===== src/rtl/div_pkg.sv =====
// div_pkg: shared FSM state type and sizing constants for the radix-2 divider.
package div_pkg;
  typedef enum logic [1:0] {IDLE, CALC, DONE} state_t;
  localparam int DEF_WIDTH = 32;
  localparam int CNT_W = $clog2(DEF_WIDTH + 1);
  function automatic int cnt_width(input int w);
    return $clog2(w + 1);
  endfunction
endpackage


===== src/rtl/div_step.sv =====
// div_step: one restoring-division step on an already-shifted partial remainder.
module div_step #(
  parameter int WIDTH = 32
) (
  input  logic [WIDTH:0]   pr,
  input  logic [WIDTH-1:0] d,
  output logic [WIDTH-1:0] nr,
  output logic             qb
);
  logic [WIDTH:0] diff;
  assign diff = pr - {1'b0, d};
  assign qb   = pr >= {1'b0, d};
  assign nr   = qb ? diff[WIDTH-1:0] : pr[WIDTH-1:0];
endmodule


===== src/rtl/div.sv =====
// div: multi-cycle restoring divider, one quotient bit per cycle.
// Define DIV_SIGNED_EN to honour sgn (signed mode); otherwise every operation is unsigned.
module div
  import div_pkg::*;
#(
  parameter int WIDTH = DEF_WIDTH
) (
  input  logic             CLK,
  input  logic             RST,
  input  logic [WIDTH-1:0] r1,
  input  logic [WIDTH-1:0] r2,
  input  logic             sgn,
  input  logic             start,
  output logic             ready,
  output logic             valid,
  output logic [WIDTH-1:0] rd,
  output logic [WIDTH-1:0] rem
);
  localparam int CW = cnt_width(WIDTH);
  state_t           state;
  logic [CW-1:0]    cnt;
  logic [WIDTH-1:0] p, q, d, nr, nq, a_mag, b_mag, rd_n, rem_n;
  logic             qb;
  div_step #(.WIDTH(WIDTH)) u_step (
    .pr({p, q[WIDTH-1]}),
    .d (d),
    .nr(nr),
    .qb(qb)
  );
  assign nq = {q[WIDTH-2:0], qb};
`ifdef DIV_SIGNED_EN
  logic an, bn, neg_q, neg_r, dz;
  assign an    = sgn & r1[WIDTH-1];
  assign bn    = sgn & r2[WIDTH-1];
  assign a_mag = an ? -r1 : r1;
  assign b_mag = bn ? -r2 : r2;
  // Zero divisor must give all ones regardless of the sign fix-up.
  assign rd_n  = dz ? '1 : neg_q ? -nq : nq;
  assign rem_n = neg_r ? -nr : nr;
  always_ff @(posedge CLK)
    if (state == IDLE) begin
      neg_q <= an ^ bn;
      neg_r <= an;
      dz    <= r2 == '0;
    end
`else
  logic unused_sgn;
  assign unused_sgn = sgn;
  assign a_mag = r1;
  assign b_mag = r2;
  assign rd_n  = nq;
  assign rem_n = nr;
`endif
  always_ff @(posedge CLK)
    if (RST) begin
      state <= IDLE;
      ready <= 1'b1;
      valid <= 1'b0;
      rd    <= '0;
      rem   <= '0;
      cnt   <= '0;
    end else begin
      case (state)
        IDLE: begin
          valid <= 1'b0;
          if (start) begin
            p     <= '0;
            q     <= a_mag;
            d     <= b_mag;
            cnt   <= '0;
            ready <= 1'b0;
            state <= CALC;
          end
        end
        CALC: begin
          p   <= nr;
          q   <= nq;
          cnt <= cnt + 1'b1;
          if (cnt == CW'(WIDTH - 1)) begin
            rd    <= rd_n;
            rem   <= rem_n;
            valid <= 1'b1;
            state <= DONE;
          end
        end
        DONE: begin
          valid <= 1'b0;
          ready <= 1'b1;
          state <= IDLE;
        end
        default: state <= IDLE;
      endcase
    end
endmodule

===== config.mk =====
export PLATFORM = sky130hd
export DESIGN_NAME = div
export DESIGN_NICKNAME = d
export VERILOG_FILES = /design/src/rtl/div_pkg.sv /design/src/rtl/div_step.sv /design/src/rtl/div.sv
export SDC_FILE = /design/constraint.sdc
export NUM_CORES = 1
export LEC_CHECK = 0
export CAP_MARGIN = 20
export CORE_MARGIN = 10
export CORE_UTILIZATION = 58
export DETAILED_ROUTE_END_ITERATION = 12
export PLACE_DENSITY = 0.94
export SYNTH_ARGS = -nofsm -noshare
export SYNTH_HDL_FRONTEND = slang
export SYNTH_SLANG_ARGS = --single-unit

===== constraint.sdc =====
create_clock -name CLK -period 11 [get_ports CLK]
set_input_delay 2.2 -clock CLK [delete_from_list [all_inputs] [get_ports CLK]]
set_output_delay 2.2 -clock CLK [all_outputs]
set_load 0.05 [all_outputs]

==> results of run 1 <==
==> stage by stage <==
stage               power [W]   util  hold WS [ns]  cells  cell area, um2
finish                0.00159  0.743         0.457   1195           10400
global placement     0.000971  0.699         0.440   1163            9810
detailed placement   0.000978  0.699         0.449   1163            9810
global route          0.00165  0.743         0.478   1195           10400
CTS                   0.00160  0.743         0.458   1195           10400
floorplan            0.000906      -         0.475    889            8390
==> registers in the layout (all words and copies together), names as in the netlist <==
register / count
ready: 1
p: 32
rd: 32
q: 32
state: 2
rem: 32
d: 32
cnt: 6
valid: 1
==> layer usage <==
metal,wire length [um],global-route usage,vias to the layer above
li1,-,-,3358
met1,9090,0.261,3279
met2,10700,0.368,243
met3,2080,0.0916,25
met4,354,0.0592,0
met5,0,0,-
==> where the power goes <==
part           switching, W  leakage (nW)  internal, W
clock              0.000271         0.297     0.000351
sequential        0.0000130          1.52     0.000703
combinational      0.000151          2.33     0.000103
==> cells by family (layout without fill, tap and decap cells) <==
| logic type | Yosys count | in the layout |
|---|---|---|
| AOI/OAI and AO/OA | 211 | 211 |
| DFF | 170 | 170 |
| xor gates and xnor gates | 25 | 25 |
| muxes | 28 | 28 |
| and+or+nand+nor | 329 | 329 |
| adders and majority gates | 34 | 34 |
| buffers and inverters | 92 | 218 |
==> final cells by class <==
cell class                 count  area [um2]  share of cell area
clock inverter                14         178              0.0170
tap                          180         225              0.0216
multi-input combinational    627        3670               0.352
sequential                   170        4360               0.418
clock buffer                  18         439              0.0421
inverter                      45         169              0.0162
timing repair buffer         141        1380               0.133
==> cell usage in the layout, fill, tap and decap left out, types with 12 or more instances in the layout <==
cell type and instances:
o21ai_0 38, a21o_1 12, inv_1 45, nand3_1 20, mux2i_1 24, ha_1 33, a21oi_1 86, clkbuf_16 17
clkdlybuf4s50_1 131, xnor2_1 17, dfxtp_1 74, nand2_1 183, edfxtp_1 96, nor2_1 63
==> worst max-delay path by stage <==
| stage | from | end | slack (ns) | depth (start not counted) |
|---|---|---|---|---|
| after global placement | RST | rem[27] | 6.87 | 6 |
| final | rd[9] | rd[9] | 7.14 | 1 |
| after CTS | rd[9] | rd[9] | 7.14 | 1 |
| after floorplan | RST | p[0] | 3.47 | 3 |
| after global routing | p[24] | p[11] | 7.08 | 10 |
| after detailed placement | RST | rem[15] | 6.82 | 6 |
==> cells in the mapped netlist, drive strengths merged, types with 5 or more instances <==
master	n	area, um2
a41oi	5	43.8
xnor2	17	149
o31ai	7	52.6
and3	10	62.6
a21o	12	90.1
nand2	183	687
nand2b	6	37.5
o21ai	45	225
mux2i	24	240
a31oi	6	37.5
dfxtp	74	1480
buf	7	51.3
nor2b	6	37.5
nor3	12	60.1
and2	8	50.1
nor2	64	240
edfxtp	96	2880
nand3	20	100
inv	45	169
a21oi	87	447
a211oi	11	82.6
xor2	8	70.1
clkbuf	40	150
ha	33	413
==> flow_metrics.env, run 1 <==
export IMPL_synth_xor_area_share=0.0261
export IMPL_drtIter0Drc=537
export IMPL_hpwl_um=15400
export IMPL_crit_buf_inv=1
export IMPL_synth_cell_type_count=63
export IMPL_clk_path_buf_depth=2
export IMPL_wl_per_cell_um=18.6
export IMPL_drv_slew=0
export IMPL_via_per_inst=5.78
export IMPL_first_global_vias=6983
export IMPL_dpl_worst_slack_ns=6.82
export IMPL_peakVddDrop_mv=0.129
export IMPL_cp_cell_sequence="clkdlybuf4s50_1"
export IMPL_status="finished, final reports clean"
export IMPL_worst_slack_ns=7.14
export IMPL_cts_root_buf="clkbuf_16"
export IMPL_n_antenna_cell=0
export IMPL_finalCriticalPeriod_ns=3.86
export IMPL_syn_nets=991
export IMPL_finalHoldViolations=0
export IMPL_cts_tree="built"
export IMPL_port_buffers=132
export IMPL_drt_pass1_iterations=5
export IMPL_total_leakage_power_nw=4.14
export IMPL_totalWireLength_um=22200
export IMPL_cts_setup_buffers=0
export IMPL_synthCells=889
export IMPL_clk_pin_slew_worst_paths_ns=0.07
export IMPL_via_count=6905
export IMPL_setup_violations=0
export IMPL_gp_congestion=0.873
export IMPL_tns_ns=0
export IMPL_numCtsBuffers=17
export IMPL_synthAdderAreaFrac=0.0516
export IMPL_synthSimpleGateAreaFrac=0.169
export IMPL_syn_area_per_cell_um2=9.44
export IMPL_finalClockSkew_ns=0.0106
export IMPL_grt_max_degree=63
export IMPL_fillers=968
export IMPL_tightest_slew_ns=0.945
export IMPL_grt_usage=0.223
export IMPL_rsz0062_at_grt="no"
export IMPL_yosys_warnings=0
export IMPL_ios=134
export IMPL_antenna_found_initial=0
export IMPL_area_delta_synth_final_pct=24.3
export IMPL_synth_compound_gate_area_share=0.155
export IMPL_slew_headroom=0.370
export IMPL_worstHoldPathCells=2
export IMPL_r2r_cells=10
export IMPL_slowest_stage="clkdlybuf4s50_1"
export IMPL_fp_row_count=43
export IMPL_muxShareOfSynthArea=0.0340
export IMPL_setup_worst_path_start_class="register"
export IMPL_ys_flop_type="edfxtp_1"
export IMPL_hold_class="register to register"
export IMPL_r2r_end="p[11]"
export IMPL_die_area_um2=19700
export IMPL_drv_cap=0
export IMPL_core_um2=14000
export IMPL_drive_gt1_frac=0.0571
export IMPL_finalNetCount=1104
export IMPL_ys_seq_area_frac=0.520
export IMPL_holdCritStartpoint="rd[25]"
export IMPL_worstSkewPairLatency_ns=0.43
export IMPL_min_to="rd[25]"
export IMPL_required_ns=8.80
export IMPL_max_stage_delay_ns=0.87
export IMPL_cp_arrival_ns=1.66
export IMPL_initial_core_util=0.597
export IMPL_crit_type="register to primary output"
export IMPL_dieWidth_um=140
export IMPL_cts_hold_fix_buffers=0
export IMPL_ant_nets=0
export IMPL_fmax_ghz=0.259
export IMPL_h_tree_depth=4
export IMPL_cts_num_sinks=170
export IMPL_post_cts_resized=0
export IMPL_reg2reg_slack_ns=7.24
export IMPL_grt_pass1_wl_um=36000
export IMPL_synth_top_family_by_area="simple AND/OR/NAND/NOR gates"
export IMPL_worstSetupEndpointType="primary output"
export IMPL_die_h_um=140
export IMPL_synthArstFlopShare=0
export IMPL_netlist_area_um2=8390
export IMPL_reg2reg_from="p[24]"
export IMPL_synth_edff_count=96
export IMPL_p_per_area_nw_per_um2=153
export IMPL_grt_overflow=0
export IMPL_critPathMaxFanout=2
export IMPL_finalCritPeriodShare=0.351
export IMPL_synth_seq_cells=170
export IMPL_cp_top_family="buffers and inverters"
export IMPL_drc=0
Power figures use the tool's default switching activity.
==> run 2, diff against run 1 <==
- CORE_UTILIZATION: 58 -> 54
- PLACE_DENSITY: 0.94 -> 0.89
- clock period: 11 -> 3.8 ns (I/O delays scaled with it)
==> run 2 against run 1 <==
Against the previous run:
- design area rose by 0.65%
- worst hold slack got worse by 0.0016 ns
- wire length rose by 0.64%
- setup slack got worse by 6.7 ns
- power rose to 2.9 times the previous value
- largest cell class unchanged
==> flow_metrics.env, run 2 (same netlist as run 1, synthesis figures left out) <==
export IMPL_finalCritPeriodShare=0.873
export IMPL_required_ns=3.97
export IMPL_core_um2=15200
export IMPL_cts_hold_fix_buffers=0
export IMPL_finalCriticalPeriod_ns=3.32
export IMPL_worstHoldPathCells=2
export IMPL_post_cts_resized=0
export IMPL_drv_slew=0
export IMPL_drv_cap=0
export IMPL_cp_arrival_ns=3.48
export IMPL_grt_usage=0.221
export IMPL_h_tree_depth=4
export IMPL_die_area_um2=20900
export IMPL_gp_congestion=0.911
export IMPL_cts_num_sinks=170
export IMPL_numCtsBuffers=17
export IMPL_via_per_inst=5.74
export IMPL_finalNetCount=1109
export IMPL_reg2reg_slack_ns=0.48
export IMPL_cp_cell_sequence="ha_1 -> and3_1 -> nand3_1 -> or4_1 -> o21ai_1 -> nor3_1 -> a21oi_4 -> buf_4 -> mux2i_1 -> nor2_1"
export IMPL_ant_nets=0
export IMPL_critPathMaxFanout=19
export IMPL_slowest_stage="or4_1"
export IMPL_drc=0
export IMPL_antenna_found_initial=0
export IMPL_tightest_slew_ns=0.658
export IMPL_area_delta_synth_final_pct=25.1
export IMPL_r2r_end="p[12]"
export IMPL_layout_commonest_cell="nand2_1"
export IMPL_setup_worst_path_start_class="register"
export IMPL_fp_row_count=45
export IMPL_min_to="rd[3]"
export IMPL_cts_root_buf="clkbuf_16"
export IMPL_holdCritStartpoint="rd[3]"
export IMPL_port_buffers=132
export IMPL_fillers=1124
export IMPL_p_per_area_nw_per_um2=442
export IMPL_peakVddDrop_mv=0.390
export IMPL_crit_type="register to register"
export IMPL_worstSkewPairLatency_ns=0.44
export IMPL_setup_violations=0
export IMPL_grt_overflow=0
export IMPL_drive_gt1_frac=0.0618
export IMPL_slew_headroom=0.561
export IMPL_clk_path_buf_depth=2
export IMPL_totalWireLength_um=22400
export IMPL_total_leakage_power_nw=4.16
export IMPL_finalClockSkew_ns=0.0119
export IMPL_wl_per_cell_um=18.5
export IMPL_via_count=6932
export IMPL_finalHoldViolations=0
export IMPL_status="finished, final reports clean"
export IMPL_cts_tree="built"
export IMPL_drt_pass1_iterations=6
export IMPL_hold_ws_ns=0.455
export IMPL_worstSetupEndpointType="register"
export IMPL_cts_setup_buffers=0
export IMPL_ios=134
export IMPL_cp_top_family="simple AND/OR/NAND/NOR gates"
export IMPL_fmax_ghz=0.302
export IMPL_initial_core_util=0.552
export IMPL_grt_pass1_wl_um=36200
export IMPL_n_antenna_cell=0
export IMPL_hpwl_um=15600
export IMPL_first_global_vias=7181
export IMPL_rsz0062_at_grt="no"
export IMPL_final_cell_mix="nand2_1 (183), clkdlybuf4s50_1 (131), edfxtp_1 (96)"
export IMPL_grt_max_degree=41
export IMPL_dieWidth_um=145
export IMPL_reg2reg_from="p[24]"
export IMPL_drtIter0Drc=609
export IMPL_tns_ns=0
export IMPL_r2r_cells=10
export IMPL_die_h_um=145
export IMPL_max_stage_delay_ns=0.53
export IMPL_hold_class="register to register"
export IMPL_clk_pin_slew_worst_paths_ns=0.07
export IMPL_crit_buf_inv=1
## run 2: cell types whose count changed in the layout (fill, tap and decap cells not counted)
cell / previous run / this run
buf_4: 9 / 14
clkbuf_8: 1 / 0
clkinv_8: 1 / 2
inv_6: 5 / 3
inv_8: 3 / 5
nor3_2: 2 / 0
nor3_4: 0 / 2
## run 2: final cells by class
class	instances	area, um2	area share
Timing Repair Buffer	146	1420	0.135
Multi-Input combinational cell	627	3680	0.351
Inverter	45	169	0.0161
Sequential cell	170	4360	0.416
Tap cell	188	235	0.0224
Clock inverter	15	199	0.0190
Clock buffer	17	425	0.0405
## run 2: how the worst max path moves through the flow
stage                 end  depth (start not counted)  slack, ns  start
floorplan            p[0]                          3       0.66    RST
global placement    p[18]                         10       0.55  p[24]
detailed placement  p[18]                         10       0.53  p[24]
CTS                 p[18]                         10       0.49  p[24]
global route        p[27]                          9       0.26  p[15]
finish              p[12]                         10       0.48  p[24]
## run 2: through the flow
stage                     total power [W]  cell area [um2]  worst slack (ns)  instances  utilization
after floorplan                   0.00262             8410             0.662        889            -
after global placement            0.00282             9870             0.549       1176        0.649
after detailed placement          0.00284             9870             0.525       1176        0.649
after CTS                         0.00465            10500             0.495       1208        0.691
after global routing              0.00482            10500             0.259       1208        0.691
final                             0.00464            10500             0.484       1208        0.691
## run 2: layer usage
metal	GRT usage	wire length [um]
met5	0	0
met4	0.0793	480
met3	0.0984	2300
met2	0.358	10600
met1	0.252	8990
## run 2: power breakdown
group,switching [W],internal [W]
clock network,0.000816,0.00101
logic,0.000435,0.000305
registers,0.0000378,0.00203
## run 2: worst reg2reg max path, delay by kind of cell, from the launching register on
| family | cells | cell delay (ns) |
|---|---|---|
| adders and majority gates | 1 | 0.47 |
| buffers and inverters | 1 | 0.36 |
| and+or+nand+nor | 5 | 1.09 |
| muxes | 1 | 0.40 |
| DFF | 1 | 0.39 |
| AOI/OAI and AO/OA | 2 | 0.34 |
